File: src/rtl/robot_pkg.sv
// Shared types for the motor driver: FSM state, latched direction codes and
// the mapping from a direction to the sign applied to each wheel.
package robot_pkg;

  typedef enum logic [2:0] {
    ST_IDLE, ST_RAMP_UP, ST_RUN, ST_RAMP_DOWN, ST_DEADTIME, ST_FAULT
  } state_e;

  typedef enum logic [2:0] {
    DIR_STOP, DIR_FWD, DIR_BWD, DIR_LEFT, DIR_RIGHT
  } dir_e;

  typedef enum logic [1:0] {W_OFF, W_POS, W_NEG} wsign_e;

  typedef struct packed {
    wsign_e l;
    wsign_e r;
  } wheel_t;

  function automatic wheel_t wheel_map(input dir_e d);
    wheel_t w;
    w.l = W_OFF;
    w.r = W_OFF;
    case (d)
      DIR_FWD:   begin w.l = W_POS; w.r = W_POS; end
      DIR_BWD:   begin w.l = W_NEG; w.r = W_NEG; end
      DIR_LEFT:  begin w.l = W_NEG; w.r = W_POS; end
      DIR_RIGHT: begin w.l = W_POS; w.r = W_NEG; end
      default:   begin w.l = W_OFF; w.r = W_OFF; end
    endcase
    return w;
  endfunction

endpackage

File: src/rtl/robot_pwm_gen.sv
// Free-running PWM counter with a combinational compare; the caller registers
// the result onto the pins.
module robot_pwm_gen #(
  parameter int PWM_BITS = 8
) (
  input  logic                clk,
  input  logic                rst_n,
  input  logic [PWM_BITS-1:0] duty,
  output logic                pwm
);

  logic [PWM_BITS-1:0] r_cnt;

  always_ff @(posedge clk) begin
    if (!rst_n) r_cnt <= '0;
    else        r_cnt <= r_cnt + PWM_BITS'(1);
  end

  assign pwm = (r_cnt < duty);

endmodule

File: src/rtl/robot_motor_driver.sv
// H-bridge driver: turns one-hot motor commands into ramped PWM per wheel,
// with a dead-time gap on reversal and a fault state for malformed commands.
module robot_motor_driver
  import robot_pkg::*;
#(
  parameter int PWM_BITS  = 8,
  parameter int DUTY_MAX  = 200,
  parameter int RAMP_STEP = 8,
  parameter int RAMP_DIV  = 16,
  parameter int DEADTIME  = 4
) (
  input  logic                clk,
  input  logic                rst_n,
  input  logic                enable,
  input  logic                motor_fwd,
  input  logic                motor_bwd,
  input  logic                motor_left,
  input  logic                motor_right,
  input  logic                motor_stop,
  output logic                l_in1,
  output logic                l_in2,
  output logic                r_in1,
  output logic                r_in2,
  output logic [PWM_BITS-1:0] duty,
  output logic                busy,
  output logic                fault
);

  localparam int CW = $clog2((RAMP_DIV > DEADTIME) ? RAMP_DIV : DEADTIME) + 1;
  localparam logic [PWM_BITS-1:0] DMAX  = PWM_BITS'(DUTY_MAX);
  localparam logic [PWM_BITS-1:0] STEP  = PWM_BITS'(RAMP_STEP);
  localparam logic [CW-1:0]       T_END = CW'(RAMP_DIV - 1);
  localparam logic [CW-1:0]       D_END = CW'(DEADTIME - 1);

  state_e              r_state, w_state_n;
  dir_e                r_dir, w_dir_n, w_cmd_dir;
  logic [PWM_BITS-1:0] r_duty, w_duty_n, w_duty_up, w_duty_dn;
  logic [PWM_BITS:0]   w_sum;
  logic [CW-1:0]       r_presc, w_presc_n;
  logic                r_l_in1, r_l_in2, r_r_in1, r_r_in2;
  logic                w_valid, w_tick, w_pwm, w_active_n;
  wheel_t              w_map;

  robot_pwm_gen #(.PWM_BITS(PWM_BITS)) u_pwm (
    .clk  (clk),
    .rst_n(rst_n),
    .duty (r_duty),
    .pwm  (w_pwm)
  );

  assign w_valid = $onehot({motor_fwd, motor_bwd, motor_left, motor_right, motor_stop});
  assign w_tick  = (r_presc == T_END);
  assign w_sum   = {1'b0, r_duty} + {1'b0, STEP};
  assign w_duty_up = (w_sum >= {1'b0, DMAX}) ? DMAX : w_sum[PWM_BITS-1:0];
  assign w_duty_dn = (r_duty <= STEP) ? '0 : r_duty - STEP;

  always_comb begin
    w_cmd_dir = DIR_STOP;
    if      (motor_fwd)   w_cmd_dir = DIR_FWD;
    else if (motor_bwd)   w_cmd_dir = DIR_BWD;
    else if (motor_left)  w_cmd_dir = DIR_LEFT;
    else if (motor_right) w_cmd_dir = DIR_RIGHT;
  end

  // Prescaler doubles as the dead-time counter; it is cleared on every phase entry.
  always_comb begin
    w_state_n = r_state;
    w_duty_n  = r_duty;
    w_dir_n   = r_dir;
    w_presc_n = r_presc + CW'(1);
    if (!enable) begin
      w_state_n = ST_IDLE;
      w_duty_n  = '0;
      w_dir_n   = DIR_STOP;
    end else if (!w_valid && r_state != ST_FAULT) begin
      w_state_n = ST_FAULT;
      w_duty_n  = '0;
      w_dir_n   = DIR_STOP;
    end else begin
      case (r_state)
        ST_IDLE: if (w_cmd_dir != DIR_STOP) begin
          w_dir_n   = w_cmd_dir;
          w_state_n = ST_RAMP_UP;
          w_presc_n = '0;
        end
        ST_RAMP_UP: begin
          if (w_cmd_dir != r_dir) begin
            w_state_n = ST_RAMP_DOWN;
            w_presc_n = '0;
          end else if (w_tick) begin
            w_presc_n = '0;
            w_duty_n  = w_duty_up;
            if (w_duty_up == DMAX) w_state_n = ST_RUN;
          end
        end
        ST_RUN: if (w_cmd_dir != r_dir) begin
          w_state_n = ST_RAMP_DOWN;
          w_presc_n = '0;
        end
        ST_RAMP_DOWN: begin
          if (w_cmd_dir == r_dir) begin
            w_state_n = ST_RAMP_UP;
            w_presc_n = '0;
          end else if (w_tick) begin
            w_presc_n = '0;
            w_duty_n  = w_duty_dn;
            if (w_duty_dn == '0) w_state_n = ST_DEADTIME;
          end
        end
        ST_DEADTIME: if (r_presc == D_END) begin
          w_presc_n = '0;
          if (w_cmd_dir != DIR_STOP) begin
            w_dir_n   = w_cmd_dir;
            w_state_n = ST_RAMP_UP;
          end else begin
            w_dir_n   = DIR_STOP;
            w_state_n = ST_IDLE;
          end
        end
        ST_FAULT: if (w_valid && motor_stop) w_state_n = ST_IDLE;
        default: begin
          w_state_n = ST_IDLE;
          w_duty_n  = '0;
          w_dir_n   = DIR_STOP;
        end
      endcase
    end
  end

  // Legs are gated by the next state so safe-off lands on the very next edge.
  assign w_active_n = (w_state_n == ST_RAMP_UP) || (w_state_n == ST_RUN) ||
                      (w_state_n == ST_RAMP_DOWN);
  assign w_map = wheel_map(r_dir);

  always_ff @(posedge clk) begin
    if (!rst_n) begin
      r_state <= ST_IDLE;
      r_duty  <= '0;
      r_dir   <= DIR_STOP;
      r_presc <= '0;
      r_l_in1 <= 1'b0;
      r_l_in2 <= 1'b0;
      r_r_in1 <= 1'b0;
      r_r_in2 <= 1'b0;
    end else begin
      r_state <= w_state_n;
      r_duty  <= w_duty_n;
      r_dir   <= w_dir_n;
      r_presc <= w_presc_n;
      r_l_in1 <= w_active_n & w_pwm & (w_map.l == W_POS);
      r_l_in2 <= w_active_n & w_pwm & (w_map.l == W_NEG);
      r_r_in1 <= w_active_n & w_pwm & (w_map.r == W_POS);
      r_r_in2 <= w_active_n & w_pwm & (w_map.r == W_NEG);
    end
  end

  assign l_in1 = r_l_in1;
  assign l_in2 = r_l_in2;
  assign r_in1 = r_r_in1;
  assign r_in2 = r_r_in2;
  assign duty  = r_duty;
  assign busy  = (r_state == ST_RAMP_UP) || (r_state == ST_RAMP_DOWN) ||
                 (r_state == ST_DEADTIME);
  assign fault = (r_state == ST_FAULT);

endmodule

File: config.mk
export PLATFORM = sky130hd
export DESIGN_NAME = robot_motor_driver
export DESIGN_NICKNAME = d
export VERILOG_FILES = /design/src/rtl/robot_pkg.sv /design/src/rtl/robot_pwm_gen.sv /design/src/rtl/robot_motor_driver.sv
export SDC_FILE = /design/constraint.sdc
export NUM_CORES = 1
export LEC_CHECK = 0
export CAP_MARGIN = 20
export CORE_MARGIN = 5
export CORE_UTILIZATION = 57
export CTS_BUF_LIST = sky130_fd_sc_hd__clkbuf_4 sky130_fd_sc_hd__clkbuf_8 sky130_fd_sc_hd__clkbuf_16
export DETAILED_ROUTE_END_ITERATION = 12
export HOLD_SLACK_MARGIN = 0.02
export PLACE_DENSITY = 0.8
export SLEW_MARGIN = 20
export SYNTH_ARGS = -nofsm -noshare
export SYNTH_HDL_FRONTEND = slang
export SYNTH_HIERARCHICAL = 1
export SYNTH_SLANG_ARGS = --single-unit
File: constraint.sdc
create_clock -name clk -period 3.5 [get_ports clk]
set_input_delay 0.7 -clock clk [delete_from_list [all_inputs] [get_ports clk]]
set_output_delay 0.7 -clock clk [all_outputs]
set_load 0.03 [all_outputs]
==> impl_metrics.toml, run 1 <==
[run_status]
outcome = "completed"

[grt]
grt_util_all_layers_pct = 20.4
grt_max_degree = 18
grt_pass1_vias = 1892
grt_pass1_wl_um = 8560
antenna_found_initial = 0
grt.overflow.total = 0

[yosys]
synth_mux_area_share_pct = 0.962
synth_xor_area_share_pct = 4.36
avgSynthCellArea_sq_um = 8.13
synth_area_sq_um = 2210
synth_top_family_by_area = "simple AND/OR/NAND/NOR gates"
synth_compound_area_share_pct = 22.5
netlist-cell-type-count = 63
yosys_most_used_dff = "dfxtp_1"
synth_edf_count = 0
synth_seq_area_share_pct = 28.1
synth_cells = 272
synth-simple-area-share_pct = 27.8
synth-async-reset-ratio_pct = 0
ys_ff_latch = 31
syn_nets = 297
yosys_warnings = 6
synthAdderAreaFrac_pct = 10.3

[floorplanning]
die_y_um = 72.3
pin_count = 22
start_util_pct = 59.5
core_sq_um = 3720
fp.dieW_um = 72.3
core.rowCount = 22
die-area_sq_um = 5220

[final_layout]
fin_cells = 346
final_core_util_pct = 69.8
layout_commonest_cell = "dfxtp_1"
syn_to_final_growth_pct = 17.4
fin_nets = 323
drive_gt1_share_pct = 11.1
n_antenna_cell = 0
fin_area_sq_um = 2590
layout_common_cells = "31 x dfxtp_1, 21 x nand2_1, 21 x clkdlybuf4s50_1"
n_fill_cell = 332

[sta]
hold_violations = 0
fin_ws_ns = 0.192
fin_crit_sh_pct = 94.5
fin_setup_tns_ns = 0
max_freq_ghz = 0.302
worst_slew_pin_slew_ns = 0.746
min_period_ns = 3.31
whs_ns = 0.458
setup_viol = 0
skew_ns = 0.0104
maxSlewHeadroom_pct = 49.6
slew_violations = 0
grt_setup_unrepaired = "no"

[route]
met1Wirelength_um = 2210
drc = 0
wire_per_inst_um = 14.7
totalWireLength_um = 5090
antenna_left = 0
vias = 2054
viasPerCell = 5.94
drt_pass1_iterations = 4
dr.max_layer_used = "met4"
wl_met3_um = 234
detail_route.iter0.violations = 113
wl_met2_um = 2600

[clock_tree]
clk_pin_slew_ns = 0.07
cts_root_buf = "clkbuf_8"
clkLatencyLatePin_ns = 0.28
clkSinkCount = 31
cts_tree = "yes"
htree_levels = 2
clockBufferDepth = 2
cts_setup_buffers = 0
cts_made_buffers = 5

[critical_path]
cp_max_fo = 6
cp_data_arrival_time_ns = 3.53
slowest_delay_ns = 0.52
path_cells = "clkdlybuf4s50_1 > fa_1 > fa_1 > ha_1 > nor3b_2 > o21ai_1 > or2_2 > a31oi_1 > and2_1"
critPathMostFrequentCell = "fa_1"
worstSetupPathType = "input pin to flip-flop"
endpoint_kind = "flip-flop"
cp_slowest_cell = "fa_1"
start_kind = "input pin"
worstPathRequired_ns = 3.73

[flow_run]
max_cap_violations = 0

[power]
vdd_drop_max_v = 0.000257
power_frac_seq_pct = 48.0
power_density_nw_per_um2 = 305
clkPwrFrac_pct = 35.6
power_switching_uw = 213
internal_power_uw = 579
swShare_pct = 26.9
pwr-share-comb_pct = 16.4
finalPower_uw = 792
leakage_nw = 0.961

[place]
dpl_cell_area_sq_um = 2500
post-place-ws_ns = -0.199
dp_hpwl_um = 3710
portBuffers = 21
place_inst = 339
place.gp.congestion = 0.882

[min_path]
min_path_type = "flip-flop to flip-flop"
==> worst max-delay path: cells and delay by family <==
kind	cells	cell delay [ns]
buf+inv	1	0.46
compound gates	2	0.41
fa+ha+maj	3	1.19
simple gates	3	0.77
==> registers in the layout (all words and copies together) (netlist names) <==
register,flops
r_dir,3
r_in1,1
r_in2,1
r_state,3
u_pwm/r_cnt,8
r_presc,5
l_in2,1
duty,8
l_in1,1
==> metal layers <==
metal | GRT usage, % | vias to the layer above
li1 | - | 1043
met1 | 25.1 | 957
met2 | 35.5 | 50
met3 | 4.02 | 4
met4 | 6.89 | 0
met5 | 0 | -
==> Yosys cell counts, types with 3 or more instances <==
library cell | instances | area share, %
a21boi_0 | 3 | 1.0
xnor2_1 | 7 | 2.8
nor2b_1 | 6 | 1.7
clkbuf_1 | 9 | 1.5
and2_1 | 9 | 2.5
xor2_1 | 4 | 1.6
nand2_1 | 21 | 3.6
or2_2 | 4 | 1.1
nor2_1 | 14 | 2.4
dfxtp_1 | 31 | 28
or3_1 | 3 | 0.85
o31ai_1 | 4 | 1.4
nand4_1 | 5 | 1.4
nand3_1 | 13 | 2.9
o211ai_1 | 4 | 1.4
nand2b_1 | 3 | 0.85
a21oi_1 | 14 | 3.2
nor3_1 | 9 | 2.0
ha_1 | 15 | 8.5
inv_1 | 19 | 3.2
nor3b_1 | 5 | 1.7
or4_1 | 4 | 1.4
a211oi_1 | 7 | 2.4
o21ai_0 | 10 | 2.3
==> path summary, 6_finish.rpt <==
| path | from | endpoint | slack (ns) | depth (start not counted) |
|---|---|---|---|---|
| hold / removal | r_presc[0] | r_presc[0] | 0.46 | 1 |
| setup reg to reg | duty[4] | r_in2 | 0.93 | 8 |
| hold reg to reg | r_presc[0] | r_presc[0] | 0.46 | 1 |
| setup / recovery | motor_fwd | duty[2] | 0.19 | 9 |
==> area by class of cell <==
| class | instances | area (sq um) | share of cell area [%] |
|---|---|---|---|
| Multi-Input combinational cell | 209 | 1460 | 56.4 |
| Timing Repair Buffer | 32 | 293 | 11.3 |
| Clock inverter | 1 | 5.00 | 0.193 |
| Sequential cell | 31 | 621 | 23.9 |
| Tap cell | 48 | 60.1 | 2.31 |
| Clock buffer | 6 | 82.6 | 3.18 |
| Inverter | 19 | 71.3 | 2.75 |
==> cells by family after synthesis <==
| kind of cell | count (synthesis) |
|---|---|
| compound gates | 69 |
| xor+xnor | 11 |
| fa+ha+maj | 17 |
| buf+inv | 32 |
| flops | 31 |
| mux | 2 |
| simple gates | 110 |
==> power by group through the flow <==
stage	Clock [mW]	Sequential, mW	Combinational, mW
2_1_floorplan	0	0.379	0.0864
3_3_place_gp	0	0.387	0.123
3_5_place_dp	0	0.387	0.126
4_1_cts	0.286	0.380	0.127
5_1_grt	0.303	0.382	0.146
6_report	0.282	0.380	0.130
==> what timing repair did <==
action,CTS,global route
endpoints found under the setup margin,0,16
resized for setup,0,3
hold buffers,0,0
endpoints found under the hold margin,0,0
(Power assumes the default switching activity.)
==> inputs of run 2 (changes only) <==
- CORE_MARGIN: 5 -> unset
==> impl_metrics.toml, run 2 (synthesis results as in run 1) <==
[floorplanning]
start_util_pct = 59.9
pin_count = 22
die-area_sq_um = 4130
core_sq_um = 3690
die_y_um = 64.3
core.rowCount = 22
fp.dieW_um = 64.3

[route]
totalWireLength_um = 5080
wire_per_inst_um = 14.8
drt_pass1_iterations = 4
detail_route.iter0.violations = 161
drc = 0
antenna_left = 0
vias = 2111
viasPerCell = 6.14

[sta]
hold_violations = 0
maxSlewHeadroom_pct = 47.6
min_period_ns = 3.26
max_freq_ghz = 0.307
worst_slew_pin_slew_ns = 0.776
slew_violations = 0
skew_ns = 0.00433
grt_setup_unrepaired = "no"
fin_setup_tns_ns = 0
setup_viol = 0
fin_crit_sh_pct = 93.2

[critical_path]
reg2regPathDepth = 8
cp_data_arrival_time_ns = 3.49
start_kind = "input pin"
endpoint_kind = "flip-flop"
worstPathRequired_ns = 3.73
worstSetupPathType = "input pin to flip-flop"
cp_max_fo = 5

[place]
portBuffers = 21
dp_hpwl_um = 3650
place.gp.congestion = 0.872
dpl_cell_area_sq_um = 2480
place_inst = 336

[clock_tree]
cts_made_buffers = 5
clkSinkCount = 31
postCtsHoldBufs = 0
cts_tree = "yes"
clk_pin_slew_ns = 0.07
htree_levels = 2
clockBufferDepth = 2
cts_root_buf = "clkbuf_8"
clkLatencyLatePin_ns = 0.29

[power]
vdd_drop_max_v = 0.000256
power_switching_uw = 223
internal_power_uw = 654
swShare_pct = 25.5
pwr-share-comb_pct = 14.6
power_density_nw_per_um2 = 337
clkPwrFrac_pct = 42.1
power_frac_seq_pct = 43.3
leakage_nw = 0.960

[final_layout]
layout_common_cells = "31 x dfxtp_1, 21 x nand2_1, 21 x clkdlybuf4s50_1"
drive_gt1_share_pct = 10.8
n_antenna_cell = 0
syn_to_final_growth_pct = 17.9
layout_commonest_cell = "dfxtp_1"
fin_area_sq_um = 2610
fin_nets = 320
fin_cells = 344
n_fill_cell = 305

[min_path]
whs_path_depth = 1
min_path_type = "flip-flop to flip-flop"

[grt]
grt.overflow.total = 0
antenna_found_initial = 0
grt_max_degree = 18
grt_pass1_vias = 1891
grt_util_all_layers_pct = 26.8
grt_pass1_wl_um = 8590

[flow_run]
max_cap_violations = 0

[run_status]
outcome = "completed"
## run 2: layer usage
metal	up-vias	global-route usage (%)	part of all wire, %
li1	1040	-	-
met1	999	33.9	44
met2	63	45.0	48
met3	9	6.79	6.4
met4	0	6.67	1.4
met5	-	0	0
## run 2: stage by stage
step / hold WS, ns / total power, mW / setup slack (ns) / utilization, %
2_1_floorplan: 0.430 / 0.465 / 0.472 / -
5_1_grt: 0.496 / 0.919 / 0.0976 / 70.7
6_report: 0.456 / 0.877 / 0.239 / 70.7
4_1_cts: 0.463 / 0.879 / 0.103 / 70.4
3_5_place_dp: 0.453 / 0.510 / -0.157 / 67.2
3_3_place_gp: 0.456 / 0.507 / -0.106 / 67.2
## run 2: path summary, 6_finish.rpt
check               endpoint  slack, ns        from
hold reg to reg   r_presc[0]       0.46  r_presc[0]
hold / removal    r_presc[0]       0.46  r_presc[0]
setup / recovery     duty[2]       0.24   motor_fwd
setup reg to reg       l_in2       0.67     duty[3]
## run 2: worst max-delay path, cell delays in order
cell and delay [ns]:
clkdlybuf4s50_1 0.46, fa_1 0.52, fa_1 0.37, ha_1 0.29, nor3b_2 0.22, o21ai_1 0.14, or2_2 0.38, a31oi_1 0.25
and2_1 0.17
## run 2: power by group through the flow
stage | clock network, mW | registers (mW) | logic, mW
floorplan | 0 | 0.379 | 0.0864
global placement | 0 | 0.387 | 0.120
detailed placement | 0 | 0.387 | 0.123
CTS | 0.375 | 0.379 | 0.125
global route | 0.397 | 0.382 | 0.141
finish | 0.369 | 0.380 | 0.128
## run 2: final cells by class
cell class	count	area, sq um	share of cell area, %
clock buffer	6	82.6	3.17
clock inverter	2	35.0	1.34
inverter	19	71.3	2.74
multi-input combinational	209	1470	56.3
sequential	31	621	23.8
tap	48	60.1	2.30
timing repair buffer	29	270	10.4
## run 2: what timing repair did
| action | 4_1_cts | 5_1_grt |
|---|---|---|
| hold endpoints to repair | 0 | 0 |
| resized for setup | 0 | 4 |
| setup buffers | 0 | 0 |
| setup endpoints to repair | 0 | 8 |
